`config.mk`:
```
export PLATFORM = sky130hd
export DESIGN_NAME = arc4_prga_check
export DESIGN_NICKNAME = d
export VERILOG_FILES = /design/src/rtl/arc4_pkg.sv /design/src/rtl/arc4_prga_check.sv
export SDC_FILE = /design/constraint.sdc
export NUM_CORES = 1
export LEC_CHECK = 0
export CORE_ASPECT_RATIO = 1.2
export CORE_UTILIZATION = 41
export CTS_BUF_LIST = sky130_fd_sc_hd__clkbuf_2
export CTS_CLUSTER_DIAMETER = 80
export DETAILED_ROUTE_END_ITERATION = 10
export GPL_TIMING_DRIVEN = 0
export SYNTH_ARGS = -nofsm -noshare
export SYNTH_HDL_FRONTEND = slang
export SYNTH_SLANG_ARGS = --single-unit
export TNS_END_PERCENT = 5
```
`constraint.sdc`:
```
create_clock -name clk -period 6.5 [get_ports clk]
set_input_delay 1.3 -clock clk [delete_from_list [all_inputs] [get_ports clk]]
set_output_delay 1.3 -clock clk [all_outputs]
set_load 0.005 [all_outputs]
```
`src/rtl/arc4_pkg.sv`:
```
// Shared types and helpers for the ARC4 cracker stages.
// Holds the PRGA state encoding, message bounds and the printable-byte test.
package arc4_pkg;

   typedef enum logic [3:0] {
      ST_IDLE   = 4'd0,
      ST_LEN_RD = 4'd1,
      ST_LEN_WR = 4'd2,
      ST_RD_I   = 4'd3,
      ST_RD_J   = 4'd4,
      ST_WR_I   = 4'd5,
      ST_WR_J   = 4'd6,
      ST_RD_PAD = 4'd7,
      ST_WR_PT  = 4'd8
   } prga_state_t;

   localparam int         MSG_MAX      = 255;
   localparam logic [7:0] PRINT_LO_DEF = 8'h20;
   localparam logic [7:0] PRINT_HI_DEF = 8'h7E;

   function automatic logic is_printable(input logic [7:0] b,
                                         input logic [7:0] lo = PRINT_LO_DEF,
                                         input logic [7:0] hi = PRINT_HI_DEF);
      return (b >= lo) && (b <= hi);
   endfunction

endpackage

```
`src/rtl/arc4_prga_check.sv`:
```
// ARC4 PRGA + decrypt stage: walks the permuted S left by key scheduling,
// writes a length-prefixed plaintext and flags whether it is all printable.
//
// state     | meaning
// ----------+------------------------------------------------------
// IDLE      | rdy=1, waiting for en
// LEN_RD    | address ciphertext length byte
// LEN_WR    | copy length to plaintext[0]; exit if length is zero
// RD_I      | read S[i], address ciphertext byte k
// RD_J      | j += S[i], read S[j]
// WR_I      | S[i] <= S[j], latch ciphertext byte
// WR_J      | S[j] <= old S[i]
// RD_PAD    | read S[S[i]+S[j]]
// WR_PT     | plaintext[k] <= pad ^ ct; loop, finish or abort
module arc4_prga_check
   import arc4_pkg::*;
#(
   parameter bit         ABORT_ON_INVALID = 1'b1,
   parameter logic [7:0] PRINT_LO         = PRINT_LO_DEF,
   parameter logic [7:0] PRINT_HI         = PRINT_HI_DEF
) (
   input  logic       clk,
   input  logic       rst_n,
   input  logic       en,
   output logic       rdy,
   output logic       valid,
   output logic [7:0] s_addr,
   input  logic [7:0] s_rddata,
   output logic [7:0] s_wrdata,
   output logic       s_wren,
   output logic [7:0] ct_addr,
   input  logic [7:0] ct_rddata,
   output logic [7:0] pt_addr,
   output logic [7:0] pt_wrdata,
   output logic       pt_wren
);

   prga_state_t r_state;
   logic [7:0]  r_i;
   logic [7:0]  r_j;
   logic [7:0]  r_k;
   logic [7:0]  r_len;
   logic [7:0]  r_si;
   logic [7:0]  r_sj;
   logic [7:0]  r_cb;
   logic        r_ok;
   logic        r_valid;

   logic [7:0]  w_j_next;
   logic [7:0]  w_pt_byte;
   logic        w_bad;
   logic        w_last;

   assign w_j_next  = r_j + s_rddata;
   assign w_pt_byte = s_rddata ^ r_cb;
   assign w_bad     = !is_printable(w_pt_byte, PRINT_LO, PRINT_HI);
   assign w_last    = (r_k == r_len) || (ABORT_ON_INVALID && w_bad);

   always_ff @(posedge clk or negedge rst_n) begin
      if (!rst_n) begin
         r_state <= ST_IDLE;
         r_i     <= 8'd0;
         r_j     <= 8'd0;
         r_k     <= 8'd0;
         r_len   <= 8'd0;
         r_si    <= 8'd0;
         r_sj    <= 8'd0;
         r_cb    <= 8'd0;
         r_ok    <= 1'b0;
         r_valid <= 1'b0;
      end else begin
         case (r_state)
            ST_IDLE: begin
               if (en) begin
                  r_state <= ST_LEN_RD;
                  r_i     <= 8'd0;
                  r_j     <= 8'd0;
                  r_k     <= 8'd0;
                  r_ok    <= 1'b1;
                  r_valid <= 1'b0;
               end
            end
            ST_LEN_RD: r_state <= ST_LEN_WR;
            ST_LEN_WR: begin
               r_len <= ct_rddata;
               r_k   <= 8'd1;
               r_i   <= 8'd1;
               if (ct_rddata == 8'd0) begin
                  r_valid <= 1'b1;
                  r_state <= ST_IDLE;
               end else begin
                  r_state <= ST_RD_I;
               end
            end
            ST_RD_I: r_state <= ST_RD_J;
            ST_RD_J: begin
               r_si    <= s_rddata;
               r_j     <= w_j_next;
               r_state <= ST_WR_I;
            end
            ST_WR_I: begin
               r_sj    <= s_rddata;
               r_cb    <= ct_rddata;
               r_state <= ST_WR_J;
            end
            ST_WR_J:   r_state <= ST_RD_PAD;
            ST_RD_PAD: r_state <= ST_WR_PT;
            ST_WR_PT: begin
               if (w_bad)
                  r_ok <= 1'b0;
               if (w_last) begin
                  r_valid <= r_ok && !w_bad;
                  r_state <= ST_IDLE;
               end else begin
                  r_k     <= r_k + 8'd1;
                  r_i     <= r_i + 8'd1;
                  r_state <= ST_RD_I;
               end
            end
            default: r_state <= ST_IDLE;
         endcase
      end
   end

   // Ciphertext address is held at k through WR_I so the byte is still on the bus there.
   always_comb begin
      s_addr    = 8'd0;
      s_wrdata  = 8'd0;
      s_wren    = 1'b0;
      ct_addr   = 8'd0;
      pt_addr   = 8'd0;
      pt_wrdata = 8'd0;
      pt_wren   = 1'b0;
      case (r_state)
         ST_LEN_WR: begin
            pt_wrdata = ct_rddata;
            pt_wren   = 1'b1;
         end
         ST_RD_I: begin
            s_addr  = r_i;
            ct_addr = r_k;
         end
         ST_RD_J: begin
            s_addr  = w_j_next;
            ct_addr = r_k;
         end
         ST_WR_I: begin
            s_addr   = r_i;
            s_wrdata = s_rddata;
            s_wren   = 1'b1;
            ct_addr  = r_k;
         end
         ST_WR_J: begin
            s_addr   = r_j;
            s_wrdata = r_si;
            s_wren   = 1'b1;
         end
         ST_RD_PAD: s_addr = r_si + r_sj;
         ST_WR_PT: begin
            pt_addr   = r_k;
            pt_wrdata = w_pt_byte;
            pt_wren   = 1'b1;
         end
         default: ;
      endcase
   end

   assign rdy   = (r_state == ST_IDLE);
   assign valid = r_valid;

endmodule

```
======== Yosys cells after proc, flatten, opt, wreduce, memory -nomap -nowiden ========
Index checks and enable logic that the tools add are counted.
W data, S select, Z words.
storage, ports and cells
  register bits ........................... 62
  input port bits ......................... 19
  output and inout port bits .............. 44
cells by class
  add/subtract/negate cells ............... 4
  $lt $le $gt $ge ......................... 2
  equal/unequal tests ..................... 14
  multiplexer cells ....................... 24
  bitwise logic cells ..................... 1
  reduce and logical (&&, ||, !) cells .... 17
operators by type and width
  cell                   number
  $pmux W8 S2            3
  $pmux W8 S3            2
  $mux W8                5
  $pmux W4 S9            1
  $pmux W8 S4            1
  $add A8 B1 Y8 const B  2
  $add A8 B8 Y8          2
  $eq A4 B3 Y1 const B   4
  $ne A2 B2 Y1 const B   5
  $eq A4 B2 Y1 const B   2
  $eq A8 B8 Y1           1
  $ge A8 B6 Y1 const B   1
  $le A8 B7 Y1 const B   1
  $logic_not A8 Y1       1
  $xor A8 B8 Y8          1
  $mux W1                7
  $reduce_and A3 Y1      2
  $reduce_or A2 Y1       3
  $eq A4 B1 Y1 const B   1
  $eq A4 B4 Y1 const B   1
  $logic_not A4 Y1       1
  $mux W2                2
  $mux W4                1
  $reduce_and A4 Y1      1
  9 further kinds        11

======== Longest topological paths before layout ========
Gate-level depths: netlist (run 1).
  word-level depth ........................ 7
  mapped depth ............................ 8
  gate-level depth less buffers ........... 8

======== Least setup slack after synthesis (run 1) ========
OpenSTA, ideal clock, no wires.
  path type ............................... input port to output port
  start point ............................. input s_rddata[0]
  end point ............................... output s_addr[6]
  data arrival time ....................... 2840 ps
  data required time ...................... 5200 ps
  setup slack ............................. 2360 ps
  stages on the path ...................... 8
  buffers on the path ..................... 0
  cell sequence ........................... ha_1 -> fa_1 -> a21o_1 -> a21oi_1 -> nor2_1 -> o22ai_1 -> xnor2_1 -> a211o_1
between the ends
  cells in the longest elaborated chain, start to end .. 2
ends and longest elaborated chain
  what           RTL line                text
  from (decl)    arc4_prga_check.sv:28   input logic [7:0] s_rddata,
  $add A8 B8 Y8  arc4_prga_check.sv:54   assign w_j_next = r_j + s_rddata;
  $pmux W8 S4    arc4_prga_check.sv:134  case (r_state)
  to (decl)      arc4_prga_check.sv:27   output logic [7:0] s_addr,
No other way between the ends.

======== Final worst setup path (run 1) ========
Ends and elaborated chain as after synthesis.

==> results of run 1 <==
==> sequential cells by signal, summed over array words and instances (netlist names) <==
register and count:
r_j 8, r_ok 1, r_k 8, r_si 8
r_state 4, r_sj 8, r_cb 8, valid 1
r_len 8, r_i 8
==> cell families (layout without fill, tap and decap cells) <==
logic type	count (synthesis)	after routing	share of synthesized area [%]
xor+xnor	30	30	6.67
mux	28	28	7.87
buf+inv	26	104	3.11
fa+ha+maj	18	18	6.10
compound gates	100	100	18.1
flops	62	62	39.4
simple gates	148	148	18.8
==> through the flow <==
step / hold WS (ns) / utilization (%) / instance area [um^2] / cells / setup slack [ns]
floorplan: 0.465 / - / 3940 / 412 / 2.36
CTS: 0.529 / 52.7 / 4840 / 610 / 1.13
global route: 0.552 / 52.7 / 4840 / 610 / 0.992
detailed placement: 0.491 / 51.3 / 4710 / 594 / 1.14
finish: 0.526 / 52.7 / 4840 / 610 / 1.13
global placement: 0.488 / 51.3 / 4710 / 594 / 1.18
==> worst reg2reg max path, cell delays in order (launching register included) <==
cell	delay [ns]
dfrtp_1	0.43
ha_1	0.21
fa_1	0.42
a21o_1	0.18
a21oi_1	0.26
nor2_1	0.07
o22ai_1	0.17
xnor2_1	0.11
a22o_1	0.23
==> synth_stat cells, drive strengths merged, types with 2 or more instances <==
cell type  instances
o311ai             3
clkbuf             9
buf               11
a22oi              5
nor3               9
nor2              15
a21oi             16
nor2b             11
nand2b             3
xor2              13
dfrtp             62
ha                16
mux2i              4
or3                2
a211o              2
fa                 2
or4                4
and2               3
a21boi             3
mux2              24
o21ai             27
and3              12
o21bai             2
a21o               4
inv                6
nand3             15
a22o              15
a31oi              5
o211ai             4
a222oi             2
nand2             63
xnor2             17
o32a               2
nor4               8
==> how the worst max path moves through the flow <==
stage,startpoint,to,slack [ns],cells past startpoint
final,s_rddata[0],s_addr[6],1.13,10
after global routing,s_rddata[0],s_addr[6],0.99,10
after CTS,s_rddata[0],s_addr[6],1.13,10
after detailed placement,s_rddata[0],s_addr[6],1.14,10
after global placement,s_rddata[0],s_addr[6],1.18,10
after floorplan,s_rddata[0],s_addr[6],2.36,8
==> layer usage <==
| metal | part of all wire, % | wire [um] | vias to the layer above |
|---|---|---|---|
| li1 | - | - | 1660 |
| met1 | 44 | 4720 | 1664 |
| met2 | 50 | 5320 | 98 |
| met3 | 3.9 | 420 | 17 |
| met4 | 1.8 | 193 | 0 |
| met5 | 0 | 0 | - |
==> report_power, final <==
| group | internal, mW | switching (mW) |
|---|---|---|
| Clock | 0.128 | 0.147 |
| Sequential | 0.528 | 0.119 |
| Combinational | 0.615 | 0.679 |
| Total | 1.27 | 0.946 |
==> layout make-up <==
cell class	count	area, um^2
fill	859	4340
multi-input combinational	324	2270
sequential	62	1550
timing repair buffer	62	618
tap	120	150
buffer	20	100
clock inverter	5	73.8
clock buffer	11	55.1
inverter	6	22.5
==> reports/results.tsv, run 1 <==
metric	value	unit
synth-edff-count	0	
synth_seq_cells	62	
fin_crit_sh	82.7	%
cts-hold-fix-buffers	0	
post-cts-setup-buffers	0	
max_stage_delay	0.53	ns
num_vias	3439	
rows	38	
slew_headroom	45.6	%
vdd_drop_max	246	uV
r2r_start	r_j[0]	
outcome	completed	
fin_crit	5.37	ns
async_flop_share	100	%
max_freq	186	MHz
crit_family	buffers and inverters	
clk_path_buf_depth	2	
reg2reg_depth	8	
critPathMaxFanout	5	
synthTopCellsByArea	dfrtp_1 39%, nand2_1 5.8%, mux2_2 5.4%	
fin_nets	522	
arrival	4.07	ns
setup-tns-final	0	ns
use_met3	3.39	%
hold_viol	0	
core_area	9180	um^2
htreeDepth	3	
holdPathStages	1	
rrSetupSlack	4.38	ns
track_usage	23.1	%
syn_area	3940	um^2
busiest_layer	met2	
crit_type	in2out	
hold_path_class	reg2reg	
wl_per_cell	17.5	um
cp-end-kind	primary output	
grt_use_met2	40.8	%
drive_gt1_share	12.0	%
power	2.22	mW
die-height	109	um
worstPathRequired	5.20	ns
drtIter0Drc	178	
leakage	2.16	nW
dp_hpwl	7960	um
finalMaxSlewViolations	0	
rsz0062_at_grt	false	
reg2reg_to	r_j[6]	
cpMostUsedCell	clkdlybuf4s50_1	
finalSetupViolations	0	
grtUsageMet1	28.6	%
yosysSeqAreaShare	39.4	%
ioPinCount	63	
totalWireLength	10700	um
holdPathEnd	r_cb[7]	
p_per_area	458	nW/um^2
synth.distinct_cells	61	
root_buffer	clkbuf_2	
cts.clk_slew.worst_paths	0.15	ns
crit_chain	clkdlybuf4s50_1 -> ha_1 -> fa_1 -> a21o_1 -> a21oi_1 -> nor2_1 -> o22ai_1 -> xnor2_1 -> a211o_1 -> clkdlybuf4s50_1	
numCtsBuffers	9	
synthFlopType	dfrtp_1	
tightest_slew	0.815	ns
insertion_delay	0.51	ns
insertedDiodeCount	0	
place.gp.congestion	0.916	
drt-vias-per-instance	5.64	
cp_slowest_cell	clkdlybuf4s50_1	
grt_max_degree	63	
ant_nets	0	
holdCritStartpoint	r_cb[7]	
avgSynthCellArea	9.57	um^2
synthCells	412	
critical_path_buf_inv_count	2	
initial_core_util	43.0	%
die_w	91.5	um
first_global_vias	3465	
io_buffers	62	
synth_top_area_share	39.4	%
cts_tree	done	
area_growth	22.8	%
overflow	0	
startpoint_type	input port	
grt_first_pass_wirelength	17700	um
remaining_drc_errors	0	
cap_violations	0	
antenna_found_initial	0	
yosysWarnings	0	
cts_resized	0	
synth_top_area_cell	dfrtp_1	
synth_fp_nets	449	
dr.pass1.iters	4	
most-common-layout-cells	62 x dfrtp_1, 61 x nand2_1, 61 x clkdlybuf4s50_1	
cts.sinks	62	
fp.dieArea	10000	um^2
final_common_cell	dfrtp_1	
fin_worst_skew	0.0379	ns
(Power assumes the default switching activity.)
==> inputs of run 2 (changes only) <==
Clock period 6.5 ns to 5.5 ns, I/O delays scaled along.
==> results of run 2 <==
The final DEF is identical to that of run 1. Status: completed.
Main changes from that run: setup slack after placement 1.14 ns -> 0.544 ns; setup slack after layout 1.13 ns -> 0.526 ns; register-to-register setup slack 4.38 ns -> 3.38 ns; total power 2.22 mW -> 2.62 mW; worst IR drop on VDD 246 uV -> 290 uV
